### config.mk
export PLATFORM = sky130hd
export DESIGN_NAME = hex_keypad_scanner
export DESIGN_NICKNAME = d
export VERILOG_FILES = /design/src/rtl/keypad_pkg.sv /design/src/rtl/sync_2ff.sv /design/src/rtl/hex_keypad_scanner.sv
export SDC_FILE = /design/constraint.sdc
export NUM_CORES = 1
export LEC_CHECK = 0
export CAP_MARGIN = 20
export CORE_MARGIN = 8
export CORE_UTILIZATION = 50
export CTS_BUF_LIST = sky130_fd_sc_hd__clkbuf_4
export DETAILED_ROUTE_END_ITERATION = 8
export MAX_ROUTING_LAYER = met4
export PLACE_DENSITY = 0.73
export SETUP_SLACK_MARGIN = 0.15
export SYNTH_ARGS = -nofsm -noshare
export SYNTH_HDL_FRONTEND = slang
export SYNTH_SLANG_ARGS = --single-unit
### constraint.sdc
create_clock -name clk -period 2.3 [get_ports clk]
set_input_delay 0.345 -clock clk [delete_from_list [all_inputs] [get_ports clk]]
set_output_delay 0.345 -clock clk [all_outputs]
set_load 0.01 [all_outputs]
### src/rtl/keypad_pkg.sv
// Shared types and constants for the hex keypad scanner.
package keypad_pkg;

  localparam int unsigned ROWS = 4;
  localparam int unsigned COLS = 4;

  typedef enum logic [1:0] {
    ST_SCAN,
    ST_DEBOUNCE,
    ST_HELD,
    ST_RELEASE
  } state_e;

  typedef logic [3:0] key_code_t;

  // Index of the lowest row pulled low; row 0 wins when several are low.
  function automatic logic [1:0] lowest_low_row(input logic [ROWS-1:0] rows_n);
    logic [1:0] idx;
    idx = 2'd0;
    for (int i = int'(ROWS) - 1; i >= 0; i--) begin
      if (!rows_n[i]) idx = 2'(i);
    end
    return idx;
  endfunction

endpackage

### src/rtl/sync_2ff.sv
// Two-flop synchronizer; resets to all-ones to match idle pulled-up rows.
module sync_2ff #(
  parameter int unsigned WIDTH = 4
) (
  input  logic             clk,
  input  logic             rst,
  input  logic [WIDTH-1:0] d,
  output logic [WIDTH-1:0] q
);

  logic [WIDTH-1:0] meta_q, meta_d;
  logic [WIDTH-1:0] sync_q, sync_d;

  always_comb begin
    meta_d = d;
    sync_d = meta_q;
  end

  always_ff @(posedge clk) begin
    if (rst) begin
      meta_q <= '1;
      sync_q <= '1;
    end else begin
      meta_q <= meta_d;
      sync_q <= sync_d;
    end
  end

  assign q = sync_q;

endmodule

### src/rtl/hex_keypad_scanner.sv
// 4x4 hex keypad scanner with debounce and digit entry register.
// Optional auto-repeat while a key is held: define KEYPAD_AUTOREPEAT_EN.
module hex_keypad_scanner
  import keypad_pkg::*;
#(
  parameter int unsigned DIGITS         = 4,
  parameter int unsigned SCAN_CNT_WIDTH = 16,
  parameter int unsigned DEBOUNCE_SCANS = 4,
  parameter int unsigned REPEAT_SCANS   = 64
) (
  input  logic                  clk,
  input  logic                  rst,
  input  logic [3:0]            row_n,
  input  logic                  clr,
  output logic [3:0]            col_n,
  output logic                  key_valid,
  output logic [3:0]            key_code,
  output logic [DIGITS*4-1:0]   val
);

  localparam int unsigned VAL_W = DIGITS * 4;
`ifdef KEYPAD_AUTOREPEAT_EN
  localparam int unsigned CNT_MAX = (REPEAT_SCANS > DEBOUNCE_SCANS) ? REPEAT_SCANS : DEBOUNCE_SCANS;
`else
  localparam int unsigned CNT_MAX = DEBOUNCE_SCANS;
`endif
  localparam int unsigned CNT_W = $clog2(CNT_MAX + 1);
  localparam logic [CNT_W-1:0] DEB_LIM = CNT_W'(DEBOUNCE_SCANS);
`ifdef KEYPAD_AUTOREPEAT_EN
  localparam logic [CNT_W-1:0] REP_LIM = CNT_W'(REPEAT_SCANS);
`endif

  if (DIGITS < 1 || DEBOUNCE_SCANS < 1 || REPEAT_SCANS < 1) begin : g_bad_params
    $error("hex_keypad_scanner: DIGITS, DEBOUNCE_SCANS and REPEAT_SCANS must be >= 1");
  end

  logic [ROWS-1:0] row_sync;

  sync_2ff #(.WIDTH(ROWS)) u_row_sync (
    .clk (clk),
    .rst (rst),
    .d   (row_n),
    .q   (row_sync)
  );

  state_e                    state_q, state_d;
  logic [1:0]                col_idx_q, col_idx_d;
  logic [1:0]                row_q, row_d;
  logic [CNT_W-1:0]          cnt_q, cnt_d;
  logic [SCAN_CNT_WIDTH-1:0] scan_cnt_q, scan_cnt_d;
  logic [COLS-1:0]           col_n_q, col_n_d;
  logic                      key_valid_q, key_valid_d;
  key_code_t                 key_code_q, key_code_d;
  logic [VAL_W-1:0]          val_q, val_d;

  logic             tick;
  logic             any_low;
  logic             latched_low;
  logic             accept;
  logic [CNT_W-1:0] cnt_inc;
  key_code_t        code;

  assign tick        = &scan_cnt_q;
  assign any_low     = (row_sync != '1);
  assign latched_low = !row_sync[row_q];
  assign cnt_inc     = cnt_q + CNT_W'(1);
  assign code        = {row_q, col_idx_q};

  // Scan/debounce state machine; every decision is taken on a scan tick.
  always_comb begin
    state_d    = state_q;
    col_idx_d  = col_idx_q;
    row_d      = row_q;
    cnt_d      = cnt_q;
    scan_cnt_d = scan_cnt_q + SCAN_CNT_WIDTH'(1);
    accept     = 1'b0;
    if (tick) begin
      case (state_q)
        ST_SCAN: begin
          if (any_low) begin
            row_d   = lowest_low_row(row_sync);
            cnt_d   = CNT_W'(1);
            state_d = ST_DEBOUNCE;
          end else begin
            col_idx_d = col_idx_q + 2'd1;
          end
        end
        ST_DEBOUNCE: begin
          if (latched_low) begin
            cnt_d = cnt_inc;
            if (cnt_inc >= DEB_LIM) begin
              accept  = 1'b1;
              cnt_d   = '0;
              state_d = ST_HELD;
            end
          end else begin
            state_d   = ST_SCAN;
            col_idx_d = col_idx_q + 2'd1;
          end
        end
        ST_HELD: begin
          if (!latched_low) begin
            state_d = ST_RELEASE;
            cnt_d   = CNT_W'(1);
          end
`ifdef KEYPAD_AUTOREPEAT_EN
          else begin
            cnt_d = cnt_inc;
            if (cnt_inc >= REP_LIM) begin
              accept = 1'b1;
              cnt_d  = '0;
            end
          end
`endif
        end
        ST_RELEASE: begin
          if (latched_low) begin
            state_d = ST_HELD;
            cnt_d   = '0;
          end else begin
            cnt_d = cnt_inc;
            if (cnt_inc >= DEB_LIM) begin
              state_d   = ST_SCAN;
              cnt_d     = '0;
              col_idx_d = col_idx_q + 2'd1;
            end
          end
        end
        default: state_d = ST_SCAN;
      endcase
    end
  end

  // Output register inputs; clr beats a same-cycle accept for val only.
  always_comb begin
    col_n_d     = ~(COLS'(1) << col_idx_q);
    key_valid_d = accept;
    key_code_d  = accept ? code : key_code_q;
    val_d       = val_q;
    if (clr) begin
      val_d = '0;
    end else if (accept) begin
      val_d = (val_q << 4) | VAL_W'(code);
    end
  end

  always_ff @(posedge clk) begin
    if (rst) begin
      state_q     <= ST_SCAN;
      col_idx_q   <= 2'd0;
      row_q       <= 2'd0;
      cnt_q       <= '0;
      scan_cnt_q  <= '0;
      col_n_q     <= '1;
      key_valid_q <= 1'b0;
      key_code_q  <= '0;
      val_q       <= '0;
    end else begin
      state_q     <= state_d;
      col_idx_q   <= col_idx_d;
      row_q       <= row_d;
      cnt_q       <= cnt_d;
      scan_cnt_q  <= scan_cnt_d;
      col_n_q     <= col_n_d;
      key_valid_q <= key_valid_d;
      key_code_q  <= key_code_d;
      val_q       <= val_d;
    end
  end

  assign col_n     = col_n_q;
  assign key_valid = key_valid_q;
  assign key_code  = key_code_q;
  assign val       = val_q;

endmodule
==> metrics.md <==
| Metric | Value |
|---|---|
| Core area | 0.00479 mm^2 |
| Via count | 1848 |
| Buf+Inv Stages, Crit Path | 1 |
| WP data required | 2.63 ns |
| Asr flop ratio synth | 0% |
| Post-DR wirelength/cell | 12.7 um |
| CP Capture Type | register |
| Antenna diodes | 0 |
| Power per cell area | 600 mW/mm^2 |
| First-pass iteration count of the detailed router | 4 |
| Post-Syn Area per Cell | 9.88 um^2 |
| Largest cells by area after synthesis | dfxtp_1 (46%), mux2i_1 (9.6%), nand2_1 (4.4%) |
| Initial antenna violation count | 0 |
| CTS sink count | 58 |
| Critical path class | reg2reg |
| Crit path arrival time | 2.33 ns |
| Hpwl dp | 3130 um |
| Post-CTS Hold Buffers | 0 |
| Library cells used by synthesis | 43 |
| Row count | 25 |
| Largest net degree at the start of global routing | 50 |
| Top_reg_cell synth | dfxtp_1 |
| FMAX | 0.501 GHz |
| Stages on worst setup path | 5 |
| Worst path max stage delay | 0.53 ns |
| Tcrit/Tclk final | 86.8% |
| DRT iter0 DRCs | 101 |
| DRC viols | 0 |
| Critical path, cell by cell | nand4_2 > or4_4 > nor4b_4 > buf_4 > mux2i_1 |
| PnR Total Power | 1.79 mW |
| Final Cell Area | 0.00299 mm^2 |
| Crit path max-delay family | simple AND/OR/NAND/NOR gates |
| Met2 global-route usage | 19.4% |
| Vias in the first global route | 1706 |
| H-tree depth reported by CTS | 3 |
| Initial Util | 52.2% |
| Postcts setup bufs | 0 |
| Class of the worst hold path | reg2reg |
| Crit-path max FO | 10 |
| Horiz. Die Dim | 86.7 um |
| Flip-flop and latch area | 0.00116 mm^2 |
| EDFF count, synth | 0 |
| Tmin final | 2.00 ns |
| RSZ-0062 raised after global routing | no |
| Synth top cells by count | dfxtp_1 (58), nand2_1 (29), mux2i_1 (24) |
| Cell with the most instances after synthesis | dfxtp_1 |
| Final net count | 297 |
| Final Setup Violations | 0 |
| Worst slack at placement | 0.326 ns |
| Total grt overflow | 0 |
| Worst slew margin | 64.4% |
| #FFs+latches synth | 58 |
| GRT Resource Usage Total | 13.4% |
| Inst Count DP | 340 |
| Share of layout cells above drive strength 1 | 13.8% |
| Worst skew pair latency | 0.40 ns |
| Root Driver | clkbuf_4 |
| Syn Std Cell Area | 0.00250 mm^2 |
| Max-Cap Viols | 0 |
| Setup_tns | 0 ns |
| Cell count after synthesis | 253 |
| Area grow syn2layout | 19.6% |
| Vias/cell | 5.19 |
| CTS resizes | 0 |
| Status | completed |
| Multi-input logic area | 0.00123 mm^2 |
| Antenna-violating nets left | 0 |
| Startpoint Class | register |
| GRT Max-Usage Layer | met2 |
| Area fraction of the dominant cell type after synthesis | 46.5% |
| Full die area | 0.00752 mm^2 |
| Ports | 32 |
| Depth of the worst register-to-register path | 5 |
| CTS tree | built |
| Die Y | 86.7 um |
| Filler cell count | 421 |
| Met1 usage | 16.1% |
| CP max-delay cell | or4_4 |
| Register area share after synthesis | 46.5% |
| TritonCTS Buffers | 9 |
| Pleak | 1.02 nW |
| Fin worst setup slack | 0.304 ns |
| Post-synth top area cell | dfxtp_1 |
| PortBufs | 31 |
| Area after DPL | 0.00286 mm^2 |
| Clock tree buffer depth | 2 |
| Routability cong. | 0.829 |
| Maximum vdd ir drop | 0.422 mV |
| Final Hold Violating Endpoints | 0 |
| Clock Skews | 0.0122 ns |
| WL final | 4540 um |
| Hold Path Cell Cnt | 1 |
| Slew @ Worst Pin | 0.528 ns |
| Slew Limit Fails | 0 |
| Met3 Use GR | 3.40% |
| Warnings, synthesis | 0 |
| First-pass GRT wire length | 7740 um |
| Final Non-Filler Cells | 356 |
| Syn_nets | 266 |
| Clock Pin Slew Worst Setup and Hold Paths | 0.10 ns |
worst paths after layout:
check	startpoint	to	slack [ns]
worst max-delay path	scan_cnt_q[11]	key_code[1]	0.30
worst min register to register	u_row_sync.meta_q[2]	u_row_sync.q[2]	0.42
worst max register to register	scan_cnt_q[11]	key_code[1]	0.30
worst min-delay path	u_row_sync.meta_q[2]	u_row_sync.q[2]	0.42
worst reg2reg max path, stage by stage (launching register included):
cell and delay [ns]:
dfxtp_1 0.44, nand4_2 0.19, or4_4 0.53, nor4b_4 0.32, buf_4 0.26, mux2i_1 0.21
kinds of logic after synthesis:
group                      Yosys count  synth area share, %
xor gates and xnor gates            11                 3.86
and+or+nand+nor                    104                 23.4
DFF                                 58                 46.5
AOI/OAI and AO/OA                   25                 7.61
buffers and inverters               22                 4.26
adders and majority gates            6                 3.00
muxes                               27                 11.4
metrics by stage:
stage | utilization [%] | hold WS (ns)
after floorplan | - | 0.389
after global placement | 59.7 | 0.392
after detailed placement | 59.7 | 0.394
after CTS | 62.4 | 0.421
after global routing | 62.4 | 0.436
final | 62.4 | 0.415
layout make-up:
| class | count | area share, % |
|---|---|---|
| clock inverters | 6 | 1.93 |
| flip-flops and latches | 58 | 38.9 |
| inverters | 7 | 0.879 |
| repair buffers | 35 | 11.8 |
| clock buffers | 10 | 2.51 |
| well taps | 67 | 2.81 |
| multi-input cells | 173 | 41.2 |
layout by cell type (no fill, tap or decap), drive strengths merged, types with 2 or more instances in the layout:
cell	instances
dfxtp	58
clkdlybuf4s50	31
nand2	29
mux2i	24
nand2b	15
nor2	13
clkbuf	10
or2	9
nand3	9
a21oi	8
inv	7
xor2	6
ha	6
or4	6
xnor2	5
nand4	5
clkinv	5
o31ai	4
nor4	4
o21ai	4
buf	4
nor3	3
or3	2
a211oi	2
mux2	2
nand3b	2
and3	2
a2111oi	2
flip-flops by register name (all words and copies together), names as in the netlist, named ones only:
register and cells:
key_valid 1, val 16, key_code 4, state_q 1, row_q 2, cnt_q 3
u_row_sync.q 4, col_n 4, col_idx_q 2, scan_cnt_q 16, u_row_sync.meta_q 4
power breakdown:
group          internal, mW  switching [mW]
logic                0.0350          0.0335
clock network         0.337           0.365
registers              1.02         0.00634
total                  1.39           0.404
metal layers:
layer / vias up / wire, um / share of wire (%)
met3: 11 / 184 / 4.1
met4: 0 / 111 / 2.4
met1: 842 / 2210 / 49
met2: 40 / 2030 / 45
met5: - / 0 / 0
li1: 955 / - / -
(Power assumes the default switching activity.)
